### src/rtl/sramc_result_reader.sv
// Drains the four sramC banks after the systolic array finishes, streaming one
// NBANK*DATA_W row word per row address over a valid/ready port.
module sramc_result_reader #(
    parameter int ADDR_W = 11,
    parameter int DATA_W = 8,
    parameter int NBANK  = 4
) (
    input  logic                      clk,
    input  logic                      rst_n,
    input  logic                      start,
    input  logic [ADDR_W-1:0]         cfg_base,
    input  logic [ADDR_W:0]           cfg_len,
    output logic                      rd_en,
    output logic [NBANK-1:0]          rd_wen,
    output logic [NBANK*ADDR_W-1:0]   rd_addr,
    input  logic [NBANK*DATA_W-1:0]   rd_q,
    output logic [NBANK*DATA_W-1:0]   out_data,
    output logic                      out_valid,
    input  logic                      out_ready,
    output logic                      out_last,
    output logic                      busy,
    output logic                      done
);

    localparam int WORD_W = NBANK * DATA_W;
    localparam int LEN_W  = ADDR_W + 1;

    typedef enum logic [1:0] {
        S_IDLE  = 2'd0,
        S_READ  = 2'd1,
        S_DRAIN = 2'd2,
        S_DONE  = 2'd3
    } state_t;

    state_t              state_r;
    state_t              state_s;
    logic [ADDR_W-1:0]   addr_r;
    logic [LEN_W-1:0]    remaining_r;
    logic                inflight_r;
    logic                inflight_last_r;
    logic [WORD_W-1:0]   buf_data_r [2];
    logic                buf_last_r [2];
    logic                rd_ptr_r;
    logic                wr_ptr_r;
    logic [1:0]          occ_r;
    logic [1:0]          load_s;
    logic                space_s;
    logic                issue_s;
    logic                pop_s;
    logic                last_issue_s;

    assign pop_s        = out_valid & out_ready;
    assign load_s       = occ_r + {1'b0, inflight_r};
    assign last_issue_s = (remaining_r == LEN_W'(1));

    // Space check: a pop this cycle frees one slot before the next read lands.
    always_comb begin
        space_s = 1'b0;
        issue_s = 1'b0;
        if (pop_s) begin
            space_s = (load_s < 2'd3);
        end else begin
            space_s = (load_s < 2'd2);
        end
        if ((state_r == S_READ) && (remaining_r != LEN_W'(0)) && space_s) begin
            issue_s = 1'b1;
        end else begin
            issue_s = 1'b0;
        end
    end

    // Next-state logic for the transfer sequencer.
    always_comb begin
        state_s = state_r;
        case (state_r)
            S_IDLE: begin
                if (start) begin
                    if (cfg_len == LEN_W'(0)) begin
                        state_s = S_DONE;
                    end else begin
                        state_s = S_READ;
                    end
                end else begin
                    state_s = S_IDLE;
                end
            end
            S_READ: begin
                if (issue_s && last_issue_s) begin
                    state_s = S_DRAIN;
                end else begin
                    state_s = S_READ;
                end
            end
            S_DRAIN: begin
                if (pop_s && buf_last_r[rd_ptr_r]) begin
                    state_s = S_DONE;
                end else begin
                    state_s = S_DRAIN;
                end
            end
            S_DONE:  state_s = S_IDLE;
            default: state_s = S_IDLE;
        endcase
    end

    // State register.
    always_ff @(posedge clk or negedge rst_n) begin
        if (!rst_n) begin
            state_r <= S_IDLE;
        end else begin
            state_r <= state_s;
        end
    end

    // Row address and remaining-row counter; config is captured only from IDLE.
    always_ff @(posedge clk or negedge rst_n) begin
        if (!rst_n) begin
            addr_r          <= '0;
            remaining_r     <= '0;
            inflight_r      <= 1'b0;
            inflight_last_r <= 1'b0;
        end else begin
            if ((state_r == S_IDLE) && start) begin
                addr_r      <= cfg_base;
                remaining_r <= cfg_len;
            end else if (issue_s) begin
                addr_r      <= addr_r + ADDR_W'(1);
                remaining_r <= remaining_r - LEN_W'(1);
            end
            inflight_r      <= issue_s;
            inflight_last_r <= issue_s & last_issue_s;
        end
    end

    // Two-entry row buffer; the write slot equals the popped slot when full,
    // so push and pop together are safe at any occupancy.
    always_ff @(posedge clk or negedge rst_n) begin
        if (!rst_n) begin
            for (int i = 0; i < 2; i++) begin
                buf_data_r[i] <= '0;
                buf_last_r[i] <= 1'b0;
            end
            rd_ptr_r <= 1'b0;
            wr_ptr_r <= 1'b0;
            occ_r    <= 2'd0;
        end else begin
            if (inflight_r) begin
                buf_data_r[wr_ptr_r] <= rd_q;
                buf_last_r[wr_ptr_r] <= inflight_last_r;
                wr_ptr_r             <= ~wr_ptr_r;
            end
            if (pop_s) begin
                rd_ptr_r <= ~rd_ptr_r;
            end
            case ({inflight_r, pop_s})
                2'b10:   occ_r <= occ_r + 2'd1;
                2'b01:   occ_r <= occ_r - 2'd1;
                default: occ_r <= occ_r;
            endcase
        end
    end

    assign rd_en     = issue_s;
    assign rd_wen    = {NBANK{1'b1}};
    assign rd_addr   = {NBANK{addr_r}};
    assign out_valid = (occ_r != 2'd0);
    assign out_data  = buf_data_r[rd_ptr_r];
    assign out_last  = out_valid & buf_last_r[rd_ptr_r];
    assign busy      = (state_r != S_IDLE);
    assign done      = (state_r == S_DONE);

endmodule

### config.mk
export PLATFORM = sky130hd
export DESIGN_NAME = sramc_result_reader
export DESIGN_NICKNAME = d
export VERILOG_FILES = /design/src/rtl/sramc_result_reader.sv
export SDC_FILE = /design/constraint.sdc
export NUM_CORES = 1
export LEC_CHECK = 0
export CORE_ASPECT_RATIO = 0.7
export CORE_MARGIN = 3
export CORE_UTILIZATION = 44
export DETAILED_ROUTE_END_ITERATION = 7
export PLACE_DENSITY = 0.83
export RECOVER_POWER = 100
export SLEW_MARGIN = 15
export SYNTH_ARGS = -nofsm -noshare
export SYNTH_HDL_FRONTEND = slang
export SYNTH_SLANG_ARGS = --single-unit
### constraint.sdc
create_clock -name clk -period 1.9 [get_ports clk]
set_input_delay 0.38 -clock clk [delete_from_list [all_inputs] [get_ports clk]]
set_output_delay 0.38 -clock clk [all_outputs]
set_load 0.02 [all_outputs]
# Word level (Yosys, flattened, before mapping)
# Index checks and enable logic that the tools add are counted.
[totals] ff_bits=97 out_inout_bits=85 word_cells=72
[classes] magnitude_cmp=5 n_bitwise=7 n_reduce_logical=13 n_mux=24 add_sub_neg=5 eq_ne=6
[ops] op="$mux 32" count=4
[ops] op="$bwmux 64" count=1
[ops] op="$demux 32 s1" count=1
[ops] op="$mux 12" count=2
[ops] op="$mux 11" count=2
[ops] op="$eq 12x1->1 const B" count=1
[ops] op="$logic_not 12->1" count=1
[ops] op="$reduce_bool 12->1" count=1
[ops] op="$sub 12x1->12 const B" count=1
[ops] op="$add 11x1->11 const B" count=1
[ops] op="$pmux 2 s4" count=1
[ops] op="$reduce_bool 2->1" count=4
[ops] op="$mux 1" count=7
[ops] op="$eq 2x2->1 const B" count=3
[ops] op="$logic_and 1x1->1" count=6
[ops] op="$mux 2" count=3
[ops] op="$eq 2x1->1 const B" count=2
[ops] op="$ge 2x2->1 const B" count=2
[ops] op="$lt 2x2->1 const B" count=2
[ops] op="$not 1->2" count=2
[ops] op="$pmux 2 s2" count=1
[ops] op="$and 1x1->1" count=3
[ops] op="$add 2x1->2" count=1
[ops] op="$add 2x1->2 const B" count=1
[ops] op="other kinds (6)" count=7

# Longest topological paths before layout
# Gate-level depths: netlist of the first run.
[logic_depth] word_depth=8 depth_mapped=7 mapped_depth_nobuf=6

# Worst setup path before layout of the first run
# OpenSTA, ideal clock, no wires.
[synth_path] kind="reg-to-output" from="reg occ_r[0]" to="out rd_en" slack_ns=-0.092 t_arrival_ns=1.612 t_required_ns=1.520 stages_incl_launch_ff=5 path_cell_list="dfrtp_1 > ha_1 > nand2b_1 > a211o_1 > nor2_2"
[synth_via] elab_chain_len=5
[synth_lines] item="start: declaration" line="45" text="logic [1:0] occ_r;"
[synth_lines] item="start signal: assignment" line="156" text="2'b10: occ_r <= occ_r + 2'd1;"
[synth_lines] item="start signal: assignment" line="157" text="2'b01: occ_r <= occ_r - 2'd1;"
[synth_lines] item="start signal: assignment" line="158" text="default: occ_r <= occ_r;"
[synth_lines] item="$add 2x1->2 / $reduce_bool 2->1 (equally long branches)" line="53, 166"
[synth_lines] item="$lt 2x2->1 (tied with other cells)" line="63" text="space_s = (load_s < 2'd2);"
[synth_lines] item="$mux 1 *" line="60" text="if (pop_s) begin"
[synth_lines] item="$logic_and 1x1->1 *" line="65" text="if ((state_r == S_READ) && (remaining_r != LEN_W'(0)) && space_s) begin"
[synth_lines] item="$mux 1 *" line="65"
[synth_lines] item="end: declaration" line="13" text="output logic rd_en,"
# Every way passes the cells marked *; elsewhere a longest branch is shown, timed or not.

# Final worst setup path of the first run
[layout_path] from="reg inflight_r" to="out rd_en"
[layout_via] elab_chain_len=5
[layout_lines] item="start: declaration" line="39" text="logic inflight_r;"
[layout_lines] item="start signal: assignment" line="130" text="inflight_r <= issue_s;"
[layout_lines] item="$add 2x1->2 *" line="53" text="assign load_s = occ_r + {1'b0, inflight_r};"
[layout_lines] item="$lt 2x2->1, on equally long branches" line="63, 61"
[layout_lines] item="$mux 1 *" line="60"
[layout_lines] item="$logic_and 1x1->1 *" line="65"
[layout_lines] item="$mux 1 *" line="65"
# Marked as above.

==> results.json, run 1 <==
{
  "fin_crit_ns": 2.11,
  "p_sw_mw": 5.69,
  "yosysTopAreaCellShare_pct": 47.5,
  "clkLatencyLatePin_ns": 0.34,
  "criticalPathCategory": "reg -> out",
  "path_max_fanout": 2,
  "hp-class": "reg -> reg",
  "cp.depth": 5,
  "syn_area_um2": 5110,
  "clk_pin_slew_ns": 0.07,
  "syn_inst": 436,
  "cts_made_buffers": 9,
  "cts_tree": "done",
  "pwr-share-clk_pct": 15.1,
  "critPathSlowestCell": "dfrtp_1",
  "worst_slack_ns": -0.213,
  "grt_pass1_wl_um": 20700,
  "setup_viol": 6,
  "antenna_found_initial": 0,
  "num_vias": 4106,
  "grt_max_degree": 35,
  "layout_commonest_cell": "mux2_2",
  "gp_congestion": 0.893,
  "pin_count": 144,
  "via_per_inst": 5.45,
  "p_comb_share_pct": 59.7,
  "slew-limit-headroom_pct": 47.9,
  "cp_top_family": "flip-flops",
  "clockBufferDepth": 2,
  "seq_area_frac_synth_pct": 47.5,
  "final_cell_mix": "97 x mux2_2, 95 x dfrtp_1, 84 x clkdlybuf4s50_1, 57 x buf_4, 20 x buf_2",
  "wire_per_inst_um": 18.2,
  "layout.nets": 659,
  "dieArea_um2": 13000,
  "grt_usage_pct": 20.2,
  "ys_seq_elements": 97,
  "place_inst": 726,
  "ys_types": 58,
  "grt_pass1_vias": 4128,
  "ir_worst_vdd_v": 0.00109,
  "status": "finished, violations left",
  "utilization_pct": 66.3,
  "cp.arrival_ns": 1.73,
  "synth.area.top_cells": "dfrtp_1 48%, mux2_2 22%, buf_4 5.9%",
  "r2r_cells": 7,
  "seqPwrFrac_pct": 25.2,
  "async_flop_share_pct": 100,
  "leakage_nw": 3.17,
  "h-tree-depth": 3,
  "worst_slew_pin_slew_ns": 0.782,
  "maxCapViolCount": 0,
  "drc": 0,
  "clock_sinks": 97,
  "failed_checks": "setup timing",
  "initial_core_util_pct": 45.7,
  "power.internal_mw": 8.97,
  "synth_largest_area_cell": "dfrtp_1",
  "crit_buf_inv": 1,
  "path_cells": "ha_4 > xor2_2 > a211o_1 > nor2_4 > buf_6",
  "dr.pass1.iters": 5,
  "slew_viol_final": 0,
  "area_growth_pct": 44.9,
  "n_antenna_cell": 0,
  "design.core.area_um2": 11200,
  "fp-row-count": 32,
  "yosys_warnings": 0,
  "syn_avg_cell_area_um2": 11.7,
  "die_height_um": 96.2,
  "drt-total-wl_um": 13700,
  "drive_gt1_share_pct": 41.7,
  "critPathRequiredTime_ns": 1.52,
  "finalHoldViolations": 0,
  "cp_slowest_stage_delay_ns": 0.42,
  "ys.flop_type": "dfrtp_1",
  "grt-ovfl-total": 0,
  "p_per_area_nw_per_um2": 1980,
  "fmax_ghz": 0.473,
  "rsz0062_at_grt": "true",
  "port-buffer-count": 139,
  "fp.dieW_um": 135,
  "final_cells": 753,
  "ant_nets": 0,
  "synth_edf_count": 0,
  "first_iter_violations": 182,
  "critPathLaunchType": "register",
  "swShare_pct": 38.8,
  "dpl.hpwl_um": 9320,
  "cts_root_buffer": "clkbuf_16",
  "hold-path-cell-count": 1,
  "finalClockSkew_ns": 0.00296,
  "post-route-period-util_pct": 111,
  "end_kind": "primary output"
}
==> state kept, by name (all words and copies together) (netlist names) <==
register and count:
addr_r 11, buf_data_r 64, buf_last_r 2, inflight_last_r 1
inflight_r 1, occ_r 2, rd_ptr_r 1, remaining_r 12
state_r 2, wr_ptr_r 1
==> cell type report <==
cell class	instances	area (um2)
Inverter	11	41.3
Sequential cell	97	2430
Multi-Input combinational cell	272	2460
Timing Repair Buffer	204	1920
Clock buffer	10	229
Fill cell	825	3770
Clock inverter	6	138
Tap cell	153	191
==> power by group through the flow <==
stage / combinational [mW] / sequential, mW / clock, mW
finish: 8.75 / 3.70 / 2.21
global route: 9.28 / 3.84 / 2.34
CTS: 7.99 / 3.68 / 2.26
detailed placement: 8.23 / 3.71 / 0
global placement: 8.03 / 3.62 / 0
floorplan: 5.04 / 3.70 / 0
==> final timing paths <==
path / start / to / slack, ns
max: inflight_r / rd_en / -0.21
min: buf_data_r[11] / buf_data_r[11] / 0.50
max reg2reg: inflight_r / remaining_r[11] / -0.13
min reg2reg: buf_data_r[11] / buf_data_r[11] / 0.50
max in group asynchronous: rst_n / addr_r[5] / 0.55
min in group asynchronous: rst_n / buf_data_r[59] / 0.66
==> logic make-up after synthesis <==
logic type,Yosys count,synth area share (%)
simple gates,99,10.8
xor+xnor,6,1.03
compound gates,59,9.16
mux,99,21.8
buf+inv,70,8.38
other cells,1,0.0734
fa+ha+maj,5,1.22
flops,97,47.5
==> routing by layer <==
metal  track usage [%]  routed length, um  vias to the layer above  part of all wire (%)
met2              33.7               6620                      174                    48
met4              4.58                148                        0                   1.1
met1              27.0               6050                     2044                    44
met3              4.65                871                       15                   6.4
li1                  -                  -                     1873                     -
met5                 0                  0                        -                     0
==> repair_timing <==
action	in CTS	in global routing
resized for setup	160	64
pin swaps	2	14
hold buffers	1	0
setup endpoints to repair	54	56
endpoints found under the hold margin	25	0
buffers inserted	5	7
cloned	1	2
==> Yosys cell counts, drive strengths merged, types with 2 or more instances <==
master  number
or3b         2
o311a        3
nand2b       5
and4         3
a21oi        4
ha           5
o21ai        4
nand3       10
and3         5
o311ai       3
o41ai        2
a31oi        9
dfrtp       97
inv         11
xor2         3
nor3b        2
a211oi       7
nor2        19
nor3        16
a211o        3
nand2       17
or4          2
and2         3
mux2        98
nand4        7
nor4         3
o221a        3
o211ai       8
a31o         3
or2          2
clkbuf       6
xnor2        3
buf         53
==> stage by stage <==
stage	hold WS, ns	instance area, um2	setup WS [ns]	TNS (ns)	power (mW)
global route	0.520	7400	-0.280	-1.23	15.5
detailed placement	0.335	6800	-0.529	-3.58	11.9
CTS	0.505	7120	-0.252	-1.02	13.9
global placement	0.334	6800	-0.526	-2.38	11.6
finish	0.502	7400	-0.213	-0.507	14.7
floorplan	0.0844	5120	0.0140	0	8.74
(Power assumes the default switching activity.)
==> run 2: changes to the inputs <==
ABC_CLOCK_PERIOD_IN_PS = 1900   (was not set)
SKIP_CTS_REPAIR_TIMING = 1   (was not set)
==> run 2 against run 1 <==
  * The run still ends with setup timing left
  * Combinational power shrank 2%
  * Critical path depth is the same
  * Utilization shrank 0.92 points
  * Hold slack lost 0.00089 ns
  * Fmax shrank 2.3%
  * Die area is the same
  * Cell area shrank 1.4%
  * Final cell count grew 0.13%
  * Sequential share of layout area grew 0.50 points
  * Register-to-register slack lost 0.06 ns
  * Largest cell class is now flip-flops and latches
==> results.json, run 2 (synthesized netlist as in run 1, its figures left out) <==
{
  "pin_count": 144,
  "cp.arrival_ns": 1.78,
  "cp-startpoint": "inflight_r",
  "wire_per_inst_um": 18.1,
  "critPathRequiredTime_ns": 1.52,
  "design.core.area_um2": 11200,
  "first_iter_violations": 219,
  "drive_gt1_share_pct": 39.4,
  "h-tree-depth": 3,
  "regMostFlops": "buf_data_r",
  "die_height_um": 96.2,
  "finalHoldViolations": 0,
  "ir_worst_vdd_v": 0.00110,
  "critPathLaunchType": "register",
  "clkLatencyLatePin_ns": 0.34,
  "grt_pass1_vias": 4031,
  "slew-limit-headroom_pct": 54.2,
  "cp_slowest_stage_delay_ns": 0.38,
  "fp-row-count": 32,
  "gp_congestion": 0.893,
  "cp.depth": 5,
  "worst_slack_ns": -0.262,
  "cts_root_buffer": "clkbuf_16",
  "critPathSlowestCell": "dfrtp_1",
  "r2r_cells": 7,
  "drc": 0,
  "reg2reg_from": "inflight_r",
  "path_cells": "ha_1 > nand2b_4 > a211o_1 > nor2_4 > buf_6",
  "cts_made_buffers": 9,
  "dpl.hpwl_um": 9320,
  "final_cell_mix": "98 x mux2_2, 93 x dfrtp_1, 92 x clkdlybuf4s50_1, 53 x buf_4, 18 x dlymetal6s2s_1",
  "fin_crit_ns": 2.16,
  "clock_sinks": 97,
  "fmax_ghz": 0.463,
  "worst_slew_pin_slew_ns": 0.687,
  "maxCapViolCount": 0,
  "finalClockSkew_ns": 0.00287,
  "top_regs": "buf_data_r: 64 flops, remaining_r: 12 flops, addr_r: 11 flops",
  "criticalPathCategory": "reg -> out",
  "end_kind": "primary output",
  "path_max_fanout": 2,
  "leakage_nw": 3.20,
  "slew_viol_final": 0,
  "layout_commonest_cell": "mux2_2",
  "initial_core_util_pct": 45.7,
  "grt_max_degree": 35,
  "status": "finished, violations left",
  "r2r_slack_ns": -0.19,
  "post-route-period-util_pct": 114,
  "grt-ovfl-total": 0,
  "r2r-end": "remaining_r[11]",
  "port-buffer-count": 139,
  "utilization_pct": 65.4,
  "n_antenna_cell": 0,
  "crit_buf_inv": 1,
  "largest_reg_flops": 64,
  "cts_tree": "done",
  "clockBufferDepth": 2,
  "hold-path-cell-count": 1,
  "setup_viol": 15,
  "clk_pin_slew_ns": 0.07,
  "area_growth_pct": 42.9,
  "grt_usage_pct": 19.7,
  "failed_checks": "setup timing",
  "n_fill_cell": 848,
  "rsz0062_at_grt": "true",
  "dp_slack_ns": -0.529,
  "p_per_area_nw_per_um2": 1980,
  "final_cells": 754,
  "grt_pass1_wl_um": 20200,
  "layout.nets": 660,
  "via_per_inst": 5.42,
  "num_vias": 4083,
  "cp_top_family": "flip-flops",
  "dieArea_um2": 13000,
  "fp.dieW_um": 135,
  "drt-total-wl_um": 13700,
  "dr.pass1.iters": 4,
  "holdWs_ns": 0.501,
  "antenna_found_initial": 0,
  "endpoint": "rd_en",
  "hp-class": "reg -> reg",
  "ant_nets": 0,
  "place_inst": 726
}
## run 2: worst min-delay path by stage
stage | start | endpoint | slack [ns]
6_report | buf_data_r[11] | buf_data_r[11] | 0.50
5_1_grt | buf_data_r[2] | buf_data_r[2] | 0.52
4_1_cts | rst_n | buf_data_r[24] | -0.04
3_5_place_dp | rst_n | buf_data_r[59] | 0.34
3_3_place_gp | rst_n | buf_data_r[59] | 0.33
2_1_floorplan | rst_n | addr_r[0] | 0.08
## run 2: report_power, final
group          switching [mW]  total [mW]  internal [mW]  leakage, nW
clock network           0.781        2.21           1.43        0.178
logic                    4.22        8.57           4.34         1.90
registers               0.645        3.70           3.05         1.13
## run 2: area by class of cell
| type | instances | area, um2 | area share (%) |
|---|---|---|---|
| Timing Repair Buffer | 205 | 1850 | 25.4 |
| Clock inverter | 6 | 138 | 1.88 |
| Inverter | 11 | 41.3 | 0.565 |
| Multi-Input combinational cell | 272 | 2420 | 33.1 |
| Clock buffer | 10 | 229 | 3.14 |
| Tap cell | 153 | 191 | 2.62 |
| Sequential cell | 97 | 2430 | 33.3 |
## run 2: layer usage
metal	track usage [%]	wire, um	share of wire [%]
met5	0	0	0
met1	26.7	5960	44
met4	4.32	155	1.1
met3	4.60	947	6.9
met2	32.4	6600	48
## run 2: per-stage QoR
stage	instance area (um2)	power (mW)	TNS, ns
after detailed placement	6800	11.9	-3.58
after global placement	6800	11.6	-2.38
after floorplan	5120	8.74	0
final	7300	14.5	-0.782
after global routing	7300	15.3	-2.56
after CTS	7170	14.2	-13.85
==> run 3: changes to the inputs <==
CTS_CLUSTER_DIAMETER = 100   (was not set)
==> results of run 3 <==
No change in the layout: final DEF, timing and power equal those of run 2.
